### src/rtl/alu_seq_pkg.sv
`default_nettype none
// +------------------------------------------------------------------+
// | Module      : alu_seq_pkg                                        |
// | Description : Shared state encoding and ALUX opcode constants    |
// |               for the register-bank / ALUX sequencer.            |
// | Revision    : 1.0 - initial release                              |
// +------------------------------------------------------------------+
package alu_seq_pkg;

    // Sequencer states
    localparam logic [2:0] IDLE  = 3'd0;
    localparam logic [2:0] READ  = 3'd1;
    localparam logic [2:0] LATCH = 3'd2;
    localparam logic [2:0] EXEC  = 3'd3;
    localparam logic [2:0] WAIT  = 3'd4;
    localparam logic [2:0] WB    = 3'd5;

    // ALUX opcodes that this datapath relies on
    localparam logic [3:0] OPR_A   = 4'b0000;
    localparam logic [3:0] OPR_B   = 4'b0001;
    localparam logic [3:0] OPR_SUM = 4'b0010;
    localparam logic [3:0] OPR_SUB = 4'b0011;

    // reg_bank write mode: whole word
    localparam logic [1:0] ENDW_FULL = 2'b00;

    // True for the opcodes with a fixed, well-known meaning
    function automatic logic opr_is_basic(input logic [3:0] opr);
        return (opr == OPR_A) || (opr == OPR_B) ||
               (opr == OPR_SUM) || (opr == OPR_SUB);
    endfunction

endpackage
`default_nettype wire

### src/rtl/alu_seq_timeout.sv
`default_nettype none
// +------------------------------------------------------------------+
// | Module      : alu_seq_timeout                                    |
// | Description : Loadable down-counter with expiry flag, used to    |
// |               bound the wait for ALUX done.                      |
// | Revision    : 1.0 - initial release                              |
// +------------------------------------------------------------------+
module alu_seq_timeout #(
    parameter int TIMEOUT = 64
) (
    input  logic clock,
    input  logic reset,
    input  logic i_load,
    input  logic i_dec,
    output logic o_expired
);

    localparam int                 c_cnt_w    = (TIMEOUT > 1) ? $clog2(TIMEOUT) : 1;
    localparam logic [c_cnt_w-1:0] c_load_val = c_cnt_w'(TIMEOUT - 1);

    logic [c_cnt_w-1:0] r_cnt;

    // Load TIMEOUT-1 at start, count down to zero and stick there
    always_ff @(posedge clock) begin
        if (!reset) begin
            r_cnt <= '0;
        end else if (i_load) begin
            r_cnt <= c_load_val;
        end else if (i_dec && (r_cnt != '0)) begin
            r_cnt <= r_cnt - 1'b1;
        end
    end

    assign o_expired = (r_cnt == '0);

endmodule
`default_nettype wire

### src/rtl/alu_sequencer.sv
`default_nettype none
// +------------------------------------------------------------------+
// | Module      : alu_sequencer                                      |
// | Description : Drives one register-to-register operation through |
// |               reg_bank read, ALUX execute and reg_bank write-back|
// | Revision    : 1.0 - initial release                              |
// +------------------------------------------------------------------+
module alu_sequencer
    import alu_seq_pkg::*;
#(
    parameter int DW      = 64,
    parameter int RSW     = 4,
    parameter int TIMEOUT = 64
) (
    input  logic           clock,
    input  logic           reset,
    input  logic           instr_valid,
    output logic           instr_ready,
    input  logic [3:0]     instr_opr,
    input  logic [RSW-1:0] instr_srcA,
    input  logic [RSW-1:0] instr_srcB,
    input  logic [RSW-1:0] instr_dst,
    input  logic           instr_cnstA,
    input  logic           instr_cnstB,
    input  logic           instr_wb,
    input  logic [1:0]     instr_endw,
    output logic [RSW-1:0] seloutA,
    output logic [RSW-1:0] seloutB,
    output logic           cnstA,
    output logic           cnstB,
    output logic           enrregA,
    output logic           enrregB,
    input  logic [DW-1:0]  outA,
    input  logic [DW-1:0]  outB,
    output logic           regwen,
    output logic [RSW-1:0] selwreg,
    output logic [1:0]     endwreg,
    output logic [DW-1:0]  wdata,
    output logic [DW-1:0]  alu_inA,
    output logic [DW-1:0]  alu_inB,
    output logic [3:0]     alu_opr,
    output logic           alu_start,
    input  logic [DW-1:0]  alu_result,
    input  logic           alu_done,
    output logic           res_valid,
    output logic [DW-1:0]  res_data,
    output logic           err,
    output logic           busy
);

    logic [2:0]     r_state;
    logic           r_ready;
    logic           r_busy;

    // Captured instruction fields needed after the read phase
    logic [3:0]     r_opr;
    logic [RSW-1:0] r_dst;
    logic           r_wb;
    logic [1:0]     r_endw;

    // Registered outputs
    logic [RSW-1:0] r_sela;
    logic [RSW-1:0] r_selb;
    logic           r_cnsta;
    logic           r_cnstb;
    logic           r_enra;
    logic           r_enrb;
    logic           r_regwen;
    logic [RSW-1:0] r_selwreg;
    logic [1:0]     r_endwreg;
    logic [DW-1:0]  r_wdata;
    logic [DW-1:0]  r_alu_ina;
    logic [DW-1:0]  r_alu_inb;
    logic [3:0]     r_alu_opr;
    logic           r_alu_start;
    logic           r_res_valid;
    logic [DW-1:0]  r_res_data;
    logic           r_err;

    logic           w_tmo_load;
    logic           w_tmo_dec;
    logic           w_tmo_expired;

    // Timer is armed on the cycle start is issued and runs only while waiting
    assign w_tmo_load = (r_state == EXEC);
    assign w_tmo_dec  = (r_state == WAIT);

    alu_seq_timeout #(
        .TIMEOUT (TIMEOUT)
    ) u_timeout (
        .clock     (clock),
        .reset     (reset),
        .i_load    (w_tmo_load),
        .i_dec     (w_tmo_dec),
        .o_expired (w_tmo_expired)
    );

    // Sequencer FSM; every output is updated on the edge that closes the
    // current state, so read selects appear on the accept edge and the
    // reg_bank's one-cycle output register is valid while in LATCH.
    always_ff @(posedge clock) begin
        if (!reset) begin
            r_state     <= IDLE;
            r_ready     <= 1'b1;
            r_busy      <= 1'b0;
            r_opr       <= OPR_A;
            r_dst       <= '0;
            r_wb        <= 1'b0;
            r_endw      <= ENDW_FULL;
            r_sela      <= '0;
            r_selb      <= '0;
            r_cnsta     <= 1'b0;
            r_cnstb     <= 1'b0;
            r_enra      <= 1'b0;
            r_enrb      <= 1'b0;
            r_regwen    <= 1'b0;
            r_selwreg   <= '0;
            r_endwreg   <= ENDW_FULL;
            r_wdata     <= '0;
            r_alu_ina   <= '0;
            r_alu_inb   <= '0;
            r_alu_opr   <= OPR_A;
            r_alu_start <= 1'b0;
            r_res_valid <= 1'b0;
            r_res_data  <= '0;
            r_err       <= 1'b0;
        end else begin
            r_alu_start <= 1'b0;
            r_res_valid <= 1'b0;
            r_err       <= 1'b0;
            r_regwen    <= 1'b0;

            case (r_state)
                IDLE: begin
                    if (instr_valid && r_ready) begin
                        r_opr   <= instr_opr;
                        r_dst   <= instr_dst;
                        r_wb    <= instr_wb;
                        r_endw  <= instr_endw;
                        r_sela  <= instr_srcA;
                        r_selb  <= instr_srcB;
                        r_cnsta <= instr_cnstA;
                        r_cnstb <= instr_cnstB;
                        r_enra  <= 1'b1;
                        r_enrb  <= 1'b1;
                        r_ready <= 1'b0;
                        r_busy  <= 1'b1;
                        r_state <= READ;
                    end
                end
                READ: begin
                    r_enra  <= 1'b0;
                    r_enrb  <= 1'b0;
                    r_state <= LATCH;
                end
                LATCH: begin
                    r_alu_ina <= outA;
                    r_alu_inb <= outB;
                    r_state   <= EXEC;
                end
                EXEC: begin
                    r_alu_start <= 1'b1;
                    r_alu_opr   <= r_opr;
                    r_state     <= WAIT;
                end
                WAIT: begin
                    // done takes priority over a coincident expiry
                    if (alu_done) begin
                        r_res_data  <= alu_result;
                        r_res_valid <= 1'b1;
                        if (r_wb) begin
                            r_regwen  <= 1'b1;
                            r_selwreg <= r_dst;
                            r_wdata   <= alu_result;
                            r_endwreg <= r_endw;
                            r_state   <= WB;
                        end else begin
                            r_ready <= 1'b1;
                            r_busy  <= 1'b0;
                            r_state <= IDLE;
                        end
                    end else if (w_tmo_expired) begin
                        r_err   <= 1'b1;
                        r_ready <= 1'b1;
                        r_busy  <= 1'b0;
                        r_state <= IDLE;
                    end
                end
                WB: begin
                    r_ready <= 1'b1;
                    r_busy  <= 1'b0;
                    r_state <= IDLE;
                end
                default: begin
                    r_ready <= 1'b1;
                    r_busy  <= 1'b0;
                    r_state <= IDLE;
                end
            endcase
        end
    end

    assign instr_ready = r_ready;
    assign busy        = r_busy;
    assign seloutA     = r_sela;
    assign seloutB     = r_selb;
    assign cnstA       = r_cnsta;
    assign cnstB       = r_cnstb;
    assign enrregA     = r_enra;
    assign enrregB     = r_enrb;
    assign regwen      = r_regwen;
    assign selwreg     = r_selwreg;
    assign endwreg     = r_endwreg;
    assign wdata       = r_wdata;
    assign alu_inA     = r_alu_ina;
    assign alu_inB     = r_alu_inb;
    assign alu_opr     = r_alu_opr;
    assign alu_start   = r_alu_start;
    assign res_valid   = r_res_valid;
    assign res_data    = r_res_data;
    assign err         = r_err;

endmodule
`default_nettype wire

### config.mk
export PLATFORM = sky130hd
export DESIGN_NAME = alu_sequencer
export DESIGN_NICKNAME = d
export VERILOG_FILES = /design/src/rtl/alu_seq_pkg.sv /design/src/rtl/alu_seq_timeout.sv /design/src/rtl/alu_sequencer.sv
export SDC_FILE = /design/constraint.sdc
export NUM_CORES = 1
export LEC_CHECK = 0
export ABC_AREA = 0
export CAP_MARGIN = 15
export CORE_AREA = 10 10 188 190
export CTS_CLUSTER_SIZE = 12
export DETAILED_ROUTE_END_ITERATION = 8
export DIE_AREA = 0 0 198 200
export PLACE_DENSITY = 0.69
export REMOVE_ABC_BUFFERS = 1
export SLEW_MARGIN = 40
export SYNTH_ARGS = -nofsm -noshare
export SYNTH_HDL_FRONTEND = slang
export SYNTH_HIERARCHICAL = 1
export SYNTH_SLANG_ARGS = --single-unit
### constraint.sdc
create_clock -name clock -period 2.91 [get_ports clock]
set_clock_uncertainty 0.05 [all_clocks]
set_input_delay 0.4365 -clock clock [delete_from_list [all_inputs] [get_ports clock]]
set_output_delay 0.4365 -clock clock [all_outputs]
set_load 0.01 [all_outputs]
# After elaboration in Yosys (flattened, before gate mapping)
# Cells that the tools add are included.
# W data, S select, Z words.
dict set report op_classes {
  addsub 1
  mux 22
  reduce_logical 17
  eq_ne 7
  bitwise 3
}
# op n
set ops {}
lappend ops {{$pmux W3 S5} 1}
lappend ops {{$mux W1} 12}
lappend ops {{$mux W3} 4}
lappend ops {{$mux W6} 2}
lappend ops {{$reduce_and A2 Y1} 5}
lappend ops {{$eq A3 B2 Y1 const B} 2}
lappend ops {{$logic_not A6 Y1} 1}
lappend ops {{$ne A3 B3 Y1 const B} 2}
lappend ops {{$pmux W1 S3} 2}
lappend ops {{$reduce_and A3 Y1} 2}
lappend ops {{$reduce_bool A6 Y1} 1}
lappend ops {{$reduce_or A3 Y1} 2}
lappend ops {{$sub A6 B1 Y6 const B} 1}
lappend ops {{$reduce_and A4 Y1} 1}
lappend ops {{$reduce_bool A2 Y1} 2}
lappend ops {{$eq A3 B1 Y1 const B} 1}
lappend ops {{$eq A3 B3 Y1 const B} 1}
lappend ops {{$logic_not A3 Y1} 1}
lappend ops {{$not A1 Y1} 3}
lappend ops {{$logic_and A1 B1 Y1} 2}
lappend ops {{$ne A2 B2 Y1 const B} 1}
lappend ops {{$pmux W1 S2} 1}
dict set report word_totals {
  reg_bits 303
  in_bits 217
  output_inout_bits 284
}

# Logic depth before layout (Yosys ltp)
dict set report depth {
  depth_word 4
  depth_mapped 8
}

# Modules after synthesis
# Netlist, hierarchy kept.
# mod n_inst cells_each area_each_um2
set modules_own_cells {}
lappend modules_own_cells {alu_sequencer 1 1219 10741.6}
lappend modules_own_cells {alu_seq_timeout 1 41 370.4}

# Worst setup path after synthesis
# Ideal clock, no wire load.
dict set report synth_path {
  path_type {register to register}
  from {register r_state[0]}
  to {register u_timeout.r_cnt[5]}
  path_buffers 1
  stages_incl_launch_ff 8
  arrival_ns 1.550
  setup_slack_ns 1.190
  path_cell_list {dfxtp_1 > buf_6 > nor2_4 > nand2_2 > inv_2 > or4b_4 > o21a_1 > o31a_1}
}
dict set report synth_via {
  elab_chain_len 3
}
# item line_no
set synth_lines {}
lappend synth_lines {{start: declaration} alu_sequencer.sv:51} ;# logic [2:0] r_state;
lappend synth_lines {{start signal: assignment} alu_sequencer.sv:103} ;# r_state <= IDLE;
lappend synth_lines {{start signal: assignment} alu_sequencer.sv:148} ;# r_state <= READ;
lappend synth_lines {{start signal: assignment} alu_sequencer.sv:154} ;# r_state <= LATCH;
lappend synth_lines {{$eq A3 B3 Y1} alu_sequencer.sv:86} ;# assign w_tmo_dec = (r_state == WAIT);
lappend synth_lines {{net w_tmo_dec} alu_sequencer.sv:81} ;# logic w_tmo_dec;
lappend synth_lines {{$logic_and A1 B1 Y1} alu_seq_timeout.sv:29} ;# end else if (i_dec && (r_cnt != '0)) begin
lappend synth_lines {{$reduce_bool A2 Y1 (no line)} -}
lappend synth_lines {{end signal: assignment} alu_seq_timeout.sv:28} ;# r_cnt <= c_load_val;
lappend synth_lines {{end signal: assignment} alu_seq_timeout.sv:30} ;# r_cnt <= r_cnt - 1'b1;
lappend synth_lines {{end: declaration} alu_seq_timeout.sv:21} ;# logic [c_cnt_w-1:0] r_cnt;
# The timed path passes the listed nets, and every way through them passes these cells.
# A chain may end at the register's enable or synchronous reset.

# Worst setup path in the final report
dict set report layout_path {
  from {register r_state[2]}
  to {register r_res_data[38], in the netlist res_data[38]}
}
dict set report layout_via {
  elab_chain_len 2
}
# item line_no
set layout_lines {}
lappend layout_lines {{$eq A3 B3 Y1} alu_sequencer.sv:133} ;# case (r_state)
lappend layout_lines {{$reduce_and A2 Y1 (no line)} -}
lappend layout_lines {{end signal: assignment} alu_sequencer.sv:169} ;# r_res_data <= alu_result;
lappend layout_lines {{end: declaration} alu_sequencer.sv:77} ;# logic [DW-1:0] r_res_data;
# No other way between the ends.

==> results <==
- The count of flip-flops with a built-in enable after synthesis is 0.
- In this run the most critical hold path is launched from reset.
- Post-CTS timing repair inserted 0 buffers for setup.
- The clock tree from TritonCTS is built.
- Max-cap violations in this run came to 0.
- The via-per-instance ratio is ~4.8.
- In the finished design, the share of the clock period the worst path needs comes to 0.7211.
- Synthesis produced between 1,000 and 1,500 cells.
- After synthesis the netlist holds a flip-flop and latch count of ~300.
- The highest net fanout along the worst path is 62.
- The completed layout was analyzed and its total power is ~10 mW.
- The total track usage is 0.1980.
- The H-tree generated during clock tree synthesis spans 2 levels.
- The total power divided by cell area is roughly 600 nW/µm².
- Measured against its own limit, the worst slew margin works out to 0.5104.
- For the pin with the worst max-slew slack, the measured transition is roughly 0.73 ns.
- After clock tree synthesis, the repair step resized 0 gates.
- The kind of start point of the critical path is a flip-flop.
- At the end of routability-driven placement, the weighted congestion stood at between 0.8 and 0.9.
- At the worst endpoint, the arrival time is between 2 and 2.5 ns.
- Setup repair after global routing left no endpoint under its margin.
- The floorplan step defined a die boundary enclosing ~40,000 µm².
- The endpoint identified for the worst register-to-register timing path is res_data[38]$_SDFFE_PN0P_.
- The mapped netlist covers roughly 11,000 µm².
- The synthesized netlist contains 48 unique library cells.
- The area of the multi-input gates is ~4400 µm².
- The clock net in this run drives a total of just over 300 sinks.
- Of the cells placed in the final design, the portion with a size suffix greater than 1 is 0.05118.
- The via count of the first global-routing pass is about 10,000.
- The worst register-to-register path has a setup slack of approximately 0.8 ns.
- The worst-case vdd ir drop is 0.3804 mV.
- The path class of the tightest hold or removal check is input pin to flip-flop.
- Along the worst hold path, the cell count comes to 2.
- The area of all placed cells without fillers is 17,380 µm².
- The leakage component of the power is between 6 and 7 nW.
- The share of synthesized area occupied by flip-flops and latches is 0.5459.
- The path depth of the worst reg2reg path is 4.
- Hold repair after CTS inserted 0 buffers.
- The maximum buffer depth of the clock tree is 3.
- The final layout contains routed wiring with a total length of between 40,000 and 50,000 µm.
- Pin placement for this block handled 501 I/O pins.
- The count of input and output buffers is 500.
- Of the post-synthesis cell area, the dominant cell type holds 0.5459.
- The count of TritonRoute iterations in the first routing pass is 4.
- The Yosys step of the flow raised 6 warnings.
- The final antenna-violating net count is 0.
- For this run, design rule violations remaining after detail routing come to 0.
- The class of the most critical setup path is flip-flop to flip-flop.
- The number of CTS-inserted buffers is 34.
- The post-layout minimum cycle time is between 2 and 2.5 ns.
- After clock tree synthesis, the clock-pin slew on the worst setup and hold paths is 0.06 ns.
- The number of pins with negative max-slew slack in the final report came to 0.
- In this run the standard cell core region covers about 31,000 µm².
- For this run, the post-layout net count is just under 2,000.
- The average cell area after synthesis is 8.819 µm².
- After synthesis, the share of flip-flops with an asynchronous set or reset is 0.
- Static timing analysis puts the maximum clock frequency at ~480 MHz.
- The total via count in the routed design is between 10,000 and 15,000.
- The worst min-delay path endpoint is instr_ready$_SDFFE_PN1P_.
- The number of antenna violations at the first check in global routing came to 6.
- The hold violation total from the final report came to 0.
- Setup violations remaining at the end of the flow were counted as 0.
- The placed instances occupy a cell area of ~16,000 µm².
- The synthesized design spends more area on one cell type than any other, namely sky130_fd_sc_hd__dfxtp_1.
- The global-route wire length before repair is 61,360 µm.
- The required time at the endpoint of the critical path is between 3 and 4 ns.
- Entering global routing, the biggest net connects approximately 110 pins.
- After global routing the overflow that remains totals 0.
- The die extent in y is around 200 µm.
- After the first detailed-routing iteration, the DRC count stood at roughly 470.
- The total area of sequential cells is slightly above 6000 µm².
- The effective utilization at floorplan is 0.3540.
- The initialized floorplan defines 65 standard-cell rows.
- The clock reaches the later pin of the worst-skew pair after between 0.4 and 0.5 ns.
- The area added between synthesis and finish is 56.37%.
- The source of the worst register-to-register timing path is r_state[2]$_SDFFE_PN0P_.
- For this run, the leading register cell type out of synthesis is sky130_fd_sc_hd__dfxtp_1.
- The HPWL after detailed placement is between 30,000 and 40,000 µm.
- Yosys attributes the largest share of cell area to sky130_fd_sc_hd__dfxtp_1 (55%), sky130_fd_sc_hd__nand2_1 (15%), sky130_fd_sc_hd__mux2i_1 (8.6%).
- The flow ran to the end, and the final reports show no timing, DRC or antenna violations.
- The routed wirelength normalized by instance count is between 15 and 20 µm.
- The root buffer cell chosen for the clock tree is sky130_fd_sc_hd__clkbuf_16.
- The die is ~200 µm wide.
- The count of filler cells inserted in the layout is roughly 2,800.
- The worst setup path is captured at a flip-flop.
-- worst max-delay path, stage by stage (launching register included) --
cell and delay [ns]:
sky130_fd_sc_hd__dfxtp_1 0.63, sky130_fd_sc_hd__nand4bb_4 0.60, sky130_fd_sc_hd__buf_12 0.43, sky130_fd_sc_hd__nand3_1 0.11
sky130_fd_sc_hd__o21ai_0 0.10
-- power by group --
group	switching (mW)	total, mW	internal [mW]
clock network	1.67	4.39	2.72
registers	0.126	4.49	4.37
logic	0.757	1.58	0.820
total	2.55	10.5	7.90
-- per-layer routing --
layer | global-route usage | share of wire
met1 | 0.2054 | 0.37
met2 | 0.3398 | 0.48
met3 | 0.1159 | 0.14
met5 | 0 | 0.00096
met4 | 0.04271 | 0.013
-- kinds of logic after synthesis --
kind of cell,synth area share
adders and majority gates,0.002252
xor gates and xnor gates,0.0007883
DFF,0.5459
muxes,0.08558
and+or+nand+nor,0.2004
AOI/OAI and AO/OA,0.1007
buffers and inverters,0.06441
-- worst max-delay path by stage --
| stage | startpoint | to | cells after the start |
|---|---|---|---|
| global placement | alu_done | res_data[20]$_SDFFE_PN0P_ | 5 |
| CTS | r_state[2]$_SDFFE_PN0P_ | res_data[38]$_SDFFE_PN0P_ | 4 |
| floorplan | r_state[1]$_SDFFE_PN0P_ | alu_inA[0]$_SDFFE_PN0P_ | 3 |
| detailed placement | alu_done | res_data[38]$_SDFFE_PN0P_ | 5 |
| global route | r_state[2]$_SDFFE_PN0P_ | res_data[45]$_SDFFE_PN0P_ | 4 |
| finish | r_state[2]$_SDFFE_PN0P_ | res_data[38]$_SDFFE_PN0P_ | 4 |
-- placed cells by master (no fill, tap or decap), types with 4 or more instances in the layout --
| master | netlist | routed |
|---|---|---|
| sky130_fd_sc_hd__buf_12 | 8 | 7 |
| sky130_fd_sc_hd__o21ai_0 | 59 | 59 |
| sky130_fd_sc_hd__nand3_1 | 66 | 66 |
| sky130_fd_sc_hd__clkbuf_16 | 0 | 37 |
| sky130_fd_sc_hd__clkbuf_1 | 36 | 4 |
| sky130_fd_sc_hd__nand2b_1 | 4 | 4 |
| sky130_fd_sc_hd__mux2i_1 | 95 | 95 |
| sky130_fd_sc_hd__inv_1 | 7 | 6 |
| sky130_fd_sc_hd__nand2_1 | 435 | 435 |
| sky130_fd_sc_hd__o21ai_1 | 6 | 6 |
| sky130_fd_sc_hd__a21oi_1 | 135 | 135 |
| sky130_fd_sc_hd__buf_4 | 3 | 13 |
| sky130_fd_sc_hd__nor2_1 | 9 | 9 |
| sky130_fd_sc_hd__clkbuf_8 | 0 | 13 |
| sky130_fd_sc_hd__dfxtp_1 | 303 | 303 |
| sky130_fd_sc_hd__clkdlybuf4s50_1 | 0 | 499 |
-- final cells by class --
class / instances / share of cell area
Antenna cell: 2 / 0.0002880
Clock buffer: 54 / 0.06445
Clock inverter: 4 / 0.002736
Inverter: 8 / 0.001872
Multi-Input combinational cell: 850 / 0.2508
Sequential cell: 303 / 0.3491
Tap cell: 402 / 0.02895
Timing Repair Buffer: 520 / 0.3018
-- metrics by stage --
step	hold WS, ns	std cells	utilization	TNS [ns]	setup slack, ns
after floorplan	0.3841	1161	-	-270.50	-1.650
after global placement	0.3905	2083	0.5161	0	0.4874
after detailed placement	0.3955	2083	0.5161	0	0.4304
after CTS	0.2226	2141	0.5533	0	0.7590
after global routing	0.2578	2143	0.5535	0	0.6333
final	0.2550	2143	0.5535	0	0.8117
-- cells in the mapped netlist (7+ instances only) --
cell,number
sky130_fd_sc_hd__nand3_1,66
sky130_fd_sc_hd__buf_12,8
sky130_fd_sc_hd__nor2_1,9
sky130_fd_sc_hd__nand2_1,435
sky130_fd_sc_hd__dfxtp_1,303
sky130_fd_sc_hd__clkbuf_1,36
sky130_fd_sc_hd__buf_2,24
sky130_fd_sc_hd__o21ai_0,59
sky130_fd_sc_hd__mux2i_1,95
sky130_fd_sc_hd__buf_6,19
sky130_fd_sc_hd__inv_1,7
sky130_fd_sc_hd__a21oi_1,135
sky130_fd_sc_hd__buf_1,9
-- flip-flops by register name, indices dropped and copies added, names as in the netlist, 2 cells and up --
name,cells
alu_inA,64
r_opr,4
seloutA,4
u_timeout/r_cnt,6
seloutB,4
alu_inB,64
endwreg,2
r_endw,2
selwreg,4
r_state,3
r_dst,4
res_data,64
alu_opr,4
wdata,64
Note: power is estimated with default switching activity, not from simulation.
